==> config.mk <==
export PLATFORM = sky130hd
export DESIGN_NAME = muldiv_unit
export DESIGN_NICKNAME = d
export VERILOG_FILES = /design/src/rtl/muldiv_pkg.sv /design/src/rtl/muldiv_signfix.sv /design/src/rtl/muldiv_unit.sv
export SDC_FILE = /design/constraint.sdc
export NUM_CORES = 1
export LEC_CHECK = 0
export CORE_MARGIN = 1.5
export CORE_UTILIZATION = 29
export CTS_CLUSTER_SIZE = 25
export DETAILED_ROUTE_END_ITERATION = 12
export GPL_TIMING_DRIVEN = 1
export HOLD_SLACK_MARGIN = 0.03
export PLACE_DENSITY = 0.59
export SLEW_MARGIN = 20
export SYNTH_ARGS = -nofsm -noshare
export SYNTH_HDL_FRONTEND = slang
export SYNTH_SLANG_ARGS = --single-unit
==> constraint.sdc <==
create_clock -name clk -period 3.9 [get_ports clk]
set_clock_uncertainty 0.2 [all_clocks]
set_input_delay 0.78 -clock clk [delete_from_list [all_inputs] [get_ports clk]]
set_output_delay 0.78 -clock clk [all_outputs]
set_load 0.02 [all_outputs]
==> src/rtl/muldiv_pkg.sv <==
// Shared definitions for the iterative multiply/divide unit:
// operation codes and control FSM states.
package muldiv_pkg;

  localparam logic [1:0] OP_MULT  = 2'b00;
  localparam logic [1:0] OP_MULTU = 2'b01;
  localparam logic [1:0] OP_DIV   = 2'b10;
  localparam logic [1:0] OP_DIVU  = 2'b11;

  typedef enum logic [1:0] {
    IDLE = 2'b00,
    RUN  = 2'b01,
    FIN  = 2'b10
  } state_t;

endpackage

==> src/rtl/muldiv_signfix.sv <==
// Sign correction of raw magnitude results: negates the full product for MULT,
// and the quotient/remainder halves independently for DIV.
module muldiv_signfix
  import muldiv_pkg::*;
#(
  parameter int WIDTH = 32
) (
  input  logic [2*WIDTH-1:0] raw,
  input  logic               neg_q,
  input  logic               neg_r,
  input  logic [1:0]         op,
  output logic [2*WIDTH-1:0] fixed
);

  always_comb begin
    fixed = raw;
    if (op == OP_MULT) begin
      if (neg_q) fixed = -raw;
    end else if (op == OP_DIV) begin
      if (neg_q) fixed[WIDTH-1:0] = -raw[WIDTH-1:0];
      if (neg_r) fixed[2*WIDTH-1:WIDTH] = -raw[2*WIDTH-1:WIDTH];
    end
  end

endmodule

==> src/rtl/muldiv_unit.sv <==
// Iterative radix-2 multiply / restoring divide unit with internal HI/LO.
// One shared 2*WIDTH accumulator: {hi, lo} for multiply, {remainder, quotient} for divide.
module muldiv_unit
  import muldiv_pkg::*;
#(
  parameter int WIDTH = 32
) (
  input  logic             clk,
  input  logic             reset,
  input  logic             start,
  input  logic [1:0]       op,
  input  logic [WIDTH-1:0] a,
  input  logic [WIDTH-1:0] b,
  output logic             busy,
  output logic             done,
  output logic             div_zero,
  output logic [WIDTH-1:0] hi,
  output logic [WIDTH-1:0] lo
);

  localparam int CNT_W = $clog2(WIDTH);
  localparam logic [CNT_W-1:0] LAST = CNT_W'(WIDTH - 1);

  function automatic logic [WIDTH-1:0] mag(input logic signed [WIDTH-1:0] v,
                                           input logic sgn);
    if (sgn && v[WIDTH-1]) return WIDTH'(-v);
    return WIDTH'(v);
  endfunction

  state_t             state, state_nxt;
  logic [1:0]         op_q;
  logic               neg_q, neg_r, zero_q;
  logic [CNT_W-1:0]   cnt;
  logic [2*WIDTH-1:0] acc, acc_nxt, fixed;
  logic [WIDTH-1:0]   opb;
  logic               accept, sgn_op;
  logic [WIDTH:0]     mul_sum, div_shift;
  logic [WIDTH-1:0]   div_rem;
  logic               div_ge;

  assign accept = (state == IDLE) && start;
  assign sgn_op = ~op[0];
  assign busy   = (state != IDLE);

  always_comb begin
    state_nxt = state;
    case (state)
      IDLE:    if (start) state_nxt = (op[1] && (b == '0)) ? FIN : RUN;
      RUN:     if (cnt == LAST) state_nxt = FIN;
      FIN:     state_nxt = IDLE;
      default: state_nxt = IDLE;
    endcase
  end

  // One iteration: shift-add for multiply, trial subtract for divide
  always_comb begin
    mul_sum   = {1'b0, acc[2*WIDTH-1:WIDTH]} + (acc[0] ? {1'b0, opb} : '0);
    div_shift = acc[2*WIDTH-1:WIDTH-1];
    div_ge    = (div_shift >= {1'b0, opb});
    div_rem   = WIDTH'(div_shift - {1'b0, opb});
    acc_nxt   = {mul_sum, acc[WIDTH-1:1]};
    if (op_q[1]) begin
      acc_nxt = div_ge ? {div_rem, acc[WIDTH-2:0], 1'b1}
                       : {div_shift[WIDTH-1:0], acc[WIDTH-2:0], 1'b0};
    end
  end

  muldiv_signfix #(.WIDTH(WIDTH)) u_signfix (
    .raw   (acc),
    .neg_q (neg_q),
    .neg_r (neg_r),
    .op    (op_q),
    .fixed (fixed)
  );

  always_ff @(posedge clk or posedge reset) begin
    if (reset) begin
      state    <= IDLE;
      op_q     <= OP_MULT;
      neg_q    <= 1'b0;
      neg_r    <= 1'b0;
      zero_q   <= 1'b0;
      cnt      <= '0;
      done     <= 1'b0;
      div_zero <= 1'b0;
      hi       <= '0;
      lo       <= '0;
    end else begin
      state    <= state_nxt;
      done     <= 1'b0;
      div_zero <= 1'b0;
      case (state)
        IDLE: if (start) begin
          op_q   <= op;
          neg_q  <= sgn_op & (a[WIDTH-1] ^ b[WIDTH-1]);
          neg_r  <= sgn_op & op[1] & a[WIDTH-1];
          zero_q <= op[1] && (b == '0);
          cnt    <= '0;
        end
        RUN: cnt <= cnt + CNT_W'(1);
        FIN: begin
          done     <= 1'b1;
          div_zero <= zero_q;
          if (!zero_q) {hi, lo} <= fixed;
        end
        default: ;
      endcase
    end
  end

  // Operand magnitudes and accumulator carry no reset; they are loaded on accept
  always_ff @(posedge clk) begin
    if (accept) begin
      acc <= {{WIDTH{1'b0}}, mag(a, sgn_op)};
      opb <= mag(b, sgn_op);
    end else if (state == RUN) begin
      acc <= acc_nxt;
    end
  end

endmodule

# Yosys cells after proc, flatten, opt, wreduce, memory -nomap -nowiden
# Index checks and enable logic that the tools add are counted.
# classes
addsub	8
magnitude_cmp	1
eq_ne	6
n_mux	26
bitwise	6
n_reduce_logical	14
# op_table
op	n
2-to-1 mux 64 bit	5
2-to-1 mux 32 bit	9
negator 32 bit	4
negator 64 bit	1
adder 32 x 32 -> 33 bit	1
greater-or-equal comparator 33 x 32 -> 1 bit	1
zero test 32 bit	1
subtractor 32 bit	1
one-hot mux 5 bit (2 select lines)	1
AND reduction 2 bit	4
2-to-1 mux 1 bit	6
2-to-1 mux 2 bit	3
nonzero test 2 bit	3
adder 5 x 1 -> 5 bit, second input constant	1
== test 5 bit, second input constant	1
2-to-1 mux 5 bit	1
== test 2 bit, second input constant	2
logical AND 1 bit	4
zero test 2 bit	2
inequality test 2 bit, second input constant	2
one-hot mux 2 bit (2 select lines)	1
bitwise AND 1 bit	3
== test 2 x 1 -> 1 bit, second input constant	1
NOT 1 bit	2
bitwise XOR 1 bit	1
# totals
ff_bits	174
output_inout_bits	67
wordCells	74

# Logic depth before layout (Yosys ltp)
# depth
ltp_word	6
ltp_mapped	14

# Modules after synthesis
# A second synthesis with hierarchy kept.
# hier_totals
hier_cells	1584
hier_area_um2	13932.1
# by_module_without_submodules
module	n_inst	cells_per_inst	area_per_inst_um2
muldiv_unit	1	1268	11903.9
muldiv_signfix	1	316	2028.2

# Worst setup path after synthesis
# No wires, ideal clock.
# synth_path
path_type	reg-to-reg
from	reg acc[0]
to	reg acc[60]
t_arrival_ps	3410
t_required_ps	3581
slack_ps	171
path_stages_with_launch	14
n_path_buf	1
period_less_slack_ps	3729
cell_sequence	edfxtp_1 > inv_1 > buf_1 > nor2_1 > ha_1 > and3_1 > a221o_1 > o221a_2 > a211oi_1 > o21ai_0 > a221oi_1 > xor2_1 > o21ai_0 > o221a_2
# synth_between
elab_chain_cells	3
# synth_rtl
element	line_no	source
from (decl)	muldiv_unit.sv:34	logic [2*WIDTH-1:0] acc, acc_nxt, fixed;
from (signal assigned)	muldiv_unit.sv:114	acc <= {{WIDTH{1'b0}}, mag(a, sgn_op)};
from (signal assigned)	muldiv_unit.sv:117	acc <= acc_nxt;
2-to-1 mux 32 bit	muldiv_unit.sv:57	mul_sum = {1'b0, acc[2*WIDTH-1:WIDTH]} + (acc[0] ? {1'b0, opb} : '0);
adder 32 x 32 -> 33 bit	muldiv_unit.sv:57	
2-to-1 mux 64 bit	muldiv_unit.sv:62	if (op_q[1]) begin
# Every way passes these cells.
# A chain may end at the register's enable or synchronous reset.

# Worst setup path after layout
# layout_path
from	reg acc[0]
to	reg acc[56]
# The elaborated chain is that of the path after synthesis.

==> qor.csv <==
metric;value;unit
tightest_slew;782;ps
relSlewSlack;47.8;%
cts.sink_count;174;
netlist.area_leader.share;14.4;%
setup_viol;0;
dpl_cell_area;0.0162;mm²
dr.first_iter.drc_count;1136;
syn_area;0.0135;mm²
tritoncts;yes;
wl_per_cell;18.4;µm
postCtsSetupBuffers;0;
dieArea;0.0479;mm²
die_x;219;µm
clockBufferDepth;2;
finalNetCount;1971;
synthArstFlopShare;44.8;%
gp_congestion;0.971;
max-vdd-ir-drop;0.293;mV
placed_cells;2410;
yosysSeqAreaShare;33.4;%
ys_top_cells_by_area;dfrtp_1, edfxtp_1, o21ai_0;
multiInputGateArea;0.00844;mm²
cts_resized;0;
via_per_inst;5.29;
power_leakage;6.80;nW
synth_top_flop_cell;dfrtp_1;
power.density;828;mW/mm²
syn_avg_cell_area;8.18;µm²
crit_chain;inv_1 > buf_12 > nor2_1 > ha_1 > a2111oi_1 > o21ai_0 > a21o_1 > a211oi_1 > o21ai_0 > buf_4 > a41oi_1 > xnor2_1 > o21ai_0 > o21ai_0;
total_power;13.9;mW
drt_pass1_iterations;5;
period_needed;3680;ps
grt-ovfl-total;0;
rsz0062_at_grt;false;
vias;12900;
cp.required;4100;ps
hold_path.class;register to register;
drc_errors;0;
clk_pin_slew;80;ps
htree_levels;4;
wl;44900;µm
grt_use_total;18.7;%
clk_latency;480;ps
area_growth;24.2;%
cap_viol_max_count;0;
syn_inst;1652;
grt_pass1_vias;12200;
crit_fanout;17;
end_kind;register;
synth_common_cells;o21ai_0, nand2_1, nor2_1;
nFillCells;4720;
path_common_cell;o21ai_0;
slew_violations;0;
max_stage_delay;410;ps
synth-edff-count;64;
die_height;219;µm
hpwl;35600;µm
status;complete, no violations;
io_pins;136;
cts.hold.buffers_added;0;
yosysUniqueCellTypes;74;
worst_hold_slack;267;ps
layout.cells.non_filler;2443;
final_util;36.8;%
drive_gt1_share;9.66;%
synth_fp_nets;1793;
yosys_warnings;0;
cts_made_buffers;17;
core;0.0457;mm²
ys_ff_latch;174;
critPathSlowestCell;a2111oi_1;
period_share;94.4;%
start_util;29.6;%
grt_pass1_wl;69500;µm
diodes;0;
num_rows;78;
area.sequential;0.00452;mm²
fmax;272;MHz
crit_arrival;3880;ps
port_buffers;135;
ctsRootBufferMaster;clkbuf_16;
start_kind;register;
grt_max_degree;127;
finalHoldViolations;0;
antenna_left;0;
synth_top_area_cell;dfrtp_1;
synth_most_common_cell;o21ai_0;
grt_antenna_before_repair;0;
fin_area;0.0168;mm²
worstSetupPathType;register to register;
layout by cell type (no fill, tap or decap), types with 38 or more instances in the layout:
cell	Yosys	layout
a21oi_1	120	120
buf_4	0	104
clkdlybuf4s50_1	0	135
dfrtp_1	78	77
edfxtp_1	64	64
ha_1	70	70
inv_1	66	64
mux2i_1	38	38
nand2_1	186	186
nor2_1	136	136
o21ai_0	206	206
xnor2_1	110	110
xor2_1	64	64
worst max-delay path, delay by kind of cell (launching register included):
| family | cells | cell delay, ps |
|---|---|---|
| DFF | 1 | 390 |
| adders and majority gates | 1 | 290 |
| and+or+nand+nor | 1 | 60 |
| xor gates and xnor gates | 1 | 170 |
| buffers and inverters | 3 | 480 |
| AOI/OAI and AO/OA | 8 | 2010 |
state kept, by name, indices dropped and copies added (netlist names):
signal and count:
opb 32, op_q 2, div_zero 1, hi 32, state 2, done 1
lo 32, neg_r 1, acc 64, neg_q 1, zero_q 1, cnt 5
stage by stage:
step / worst slack [ps] / setup TNS (ps)
5_1_grt: 8.84 / 0
2_1_floorplan: 171 / 0
4_1_cts: 249 / 0
6_report: 218 / 0
3_3_place_gp: -147 / -422
3_5_place_dp: -255 / -950
per-layer routing:
| metal | wire, µm | GRT usage (%) | share of wire, % | vias to the layer above |
|---|---|---|---|---|
| li1 | - | - | - | 6334 |
| met1 | 21300 | 26.9 | 47 | 6125 |
| met2 | 20000 | 29.1 | 44 | 436 |
| met3 | 3120 | 3.26 | 6.9 | 36 |
| met4 | 521 | 4.34 | 1.2 | 0 |
| met5 | 0 | 0 | 0 | - |
power by group:
part           leakage [nW]  switching (mW)  internal, mW
Clock                 0.289           0.892         0.861
Combinational          4.54            5.21          3.71
Sequential             1.97           0.643          2.59
logic make-up (layout without fill, tap and decap cells):
| kind of cell | Yosys count | in the layout | synth area share [%] |
|---|---|---|---|
| adders and majority gates | 72 | 72 | 6.77 |
| buffers and inverters | 151 | 342 | 4.27 |
| xor gates and xnor gates | 174 | 174 | 11.3 |
| muxes | 40 | 40 | 2.98 |
| DFF | 174 | 174 | 33.4 |
| and+or+nand+nor | 528 | 528 | 18.6 |
| AOI/OAI and AO/OA | 513 | 513 | 22.7 |
cell type report:
cell class	count	share of cell area, %
timing repair buffer	244	13.3
tap	600	4.47
sequential	174	26.9
clock buffer	17	2.53
clock inverter	15	1.04
multi-input combinational	1327	50.2
inverter	66	1.48
path summary, 6_finish.rpt:
| path | from | endpoint | slack (ps) | cells after the start |
|---|---|---|---|---|
| min in group asynchronous | reset | lo[10] | 540 | 2 |
| setup reg to reg | acc[0] | acc[56] | 220 | 14 |
| hold reg to reg | neg_r | neg_r | 270 | 2 |
| hold / removal | neg_r | neg_r | 270 | 2 |
| max in group asynchronous | reset | op_q[1] | 2280 | 3 |
| setup / recovery | acc[0] | acc[56] | 220 | 14 |
Note: power is estimated with default switching activity, not from simulation.
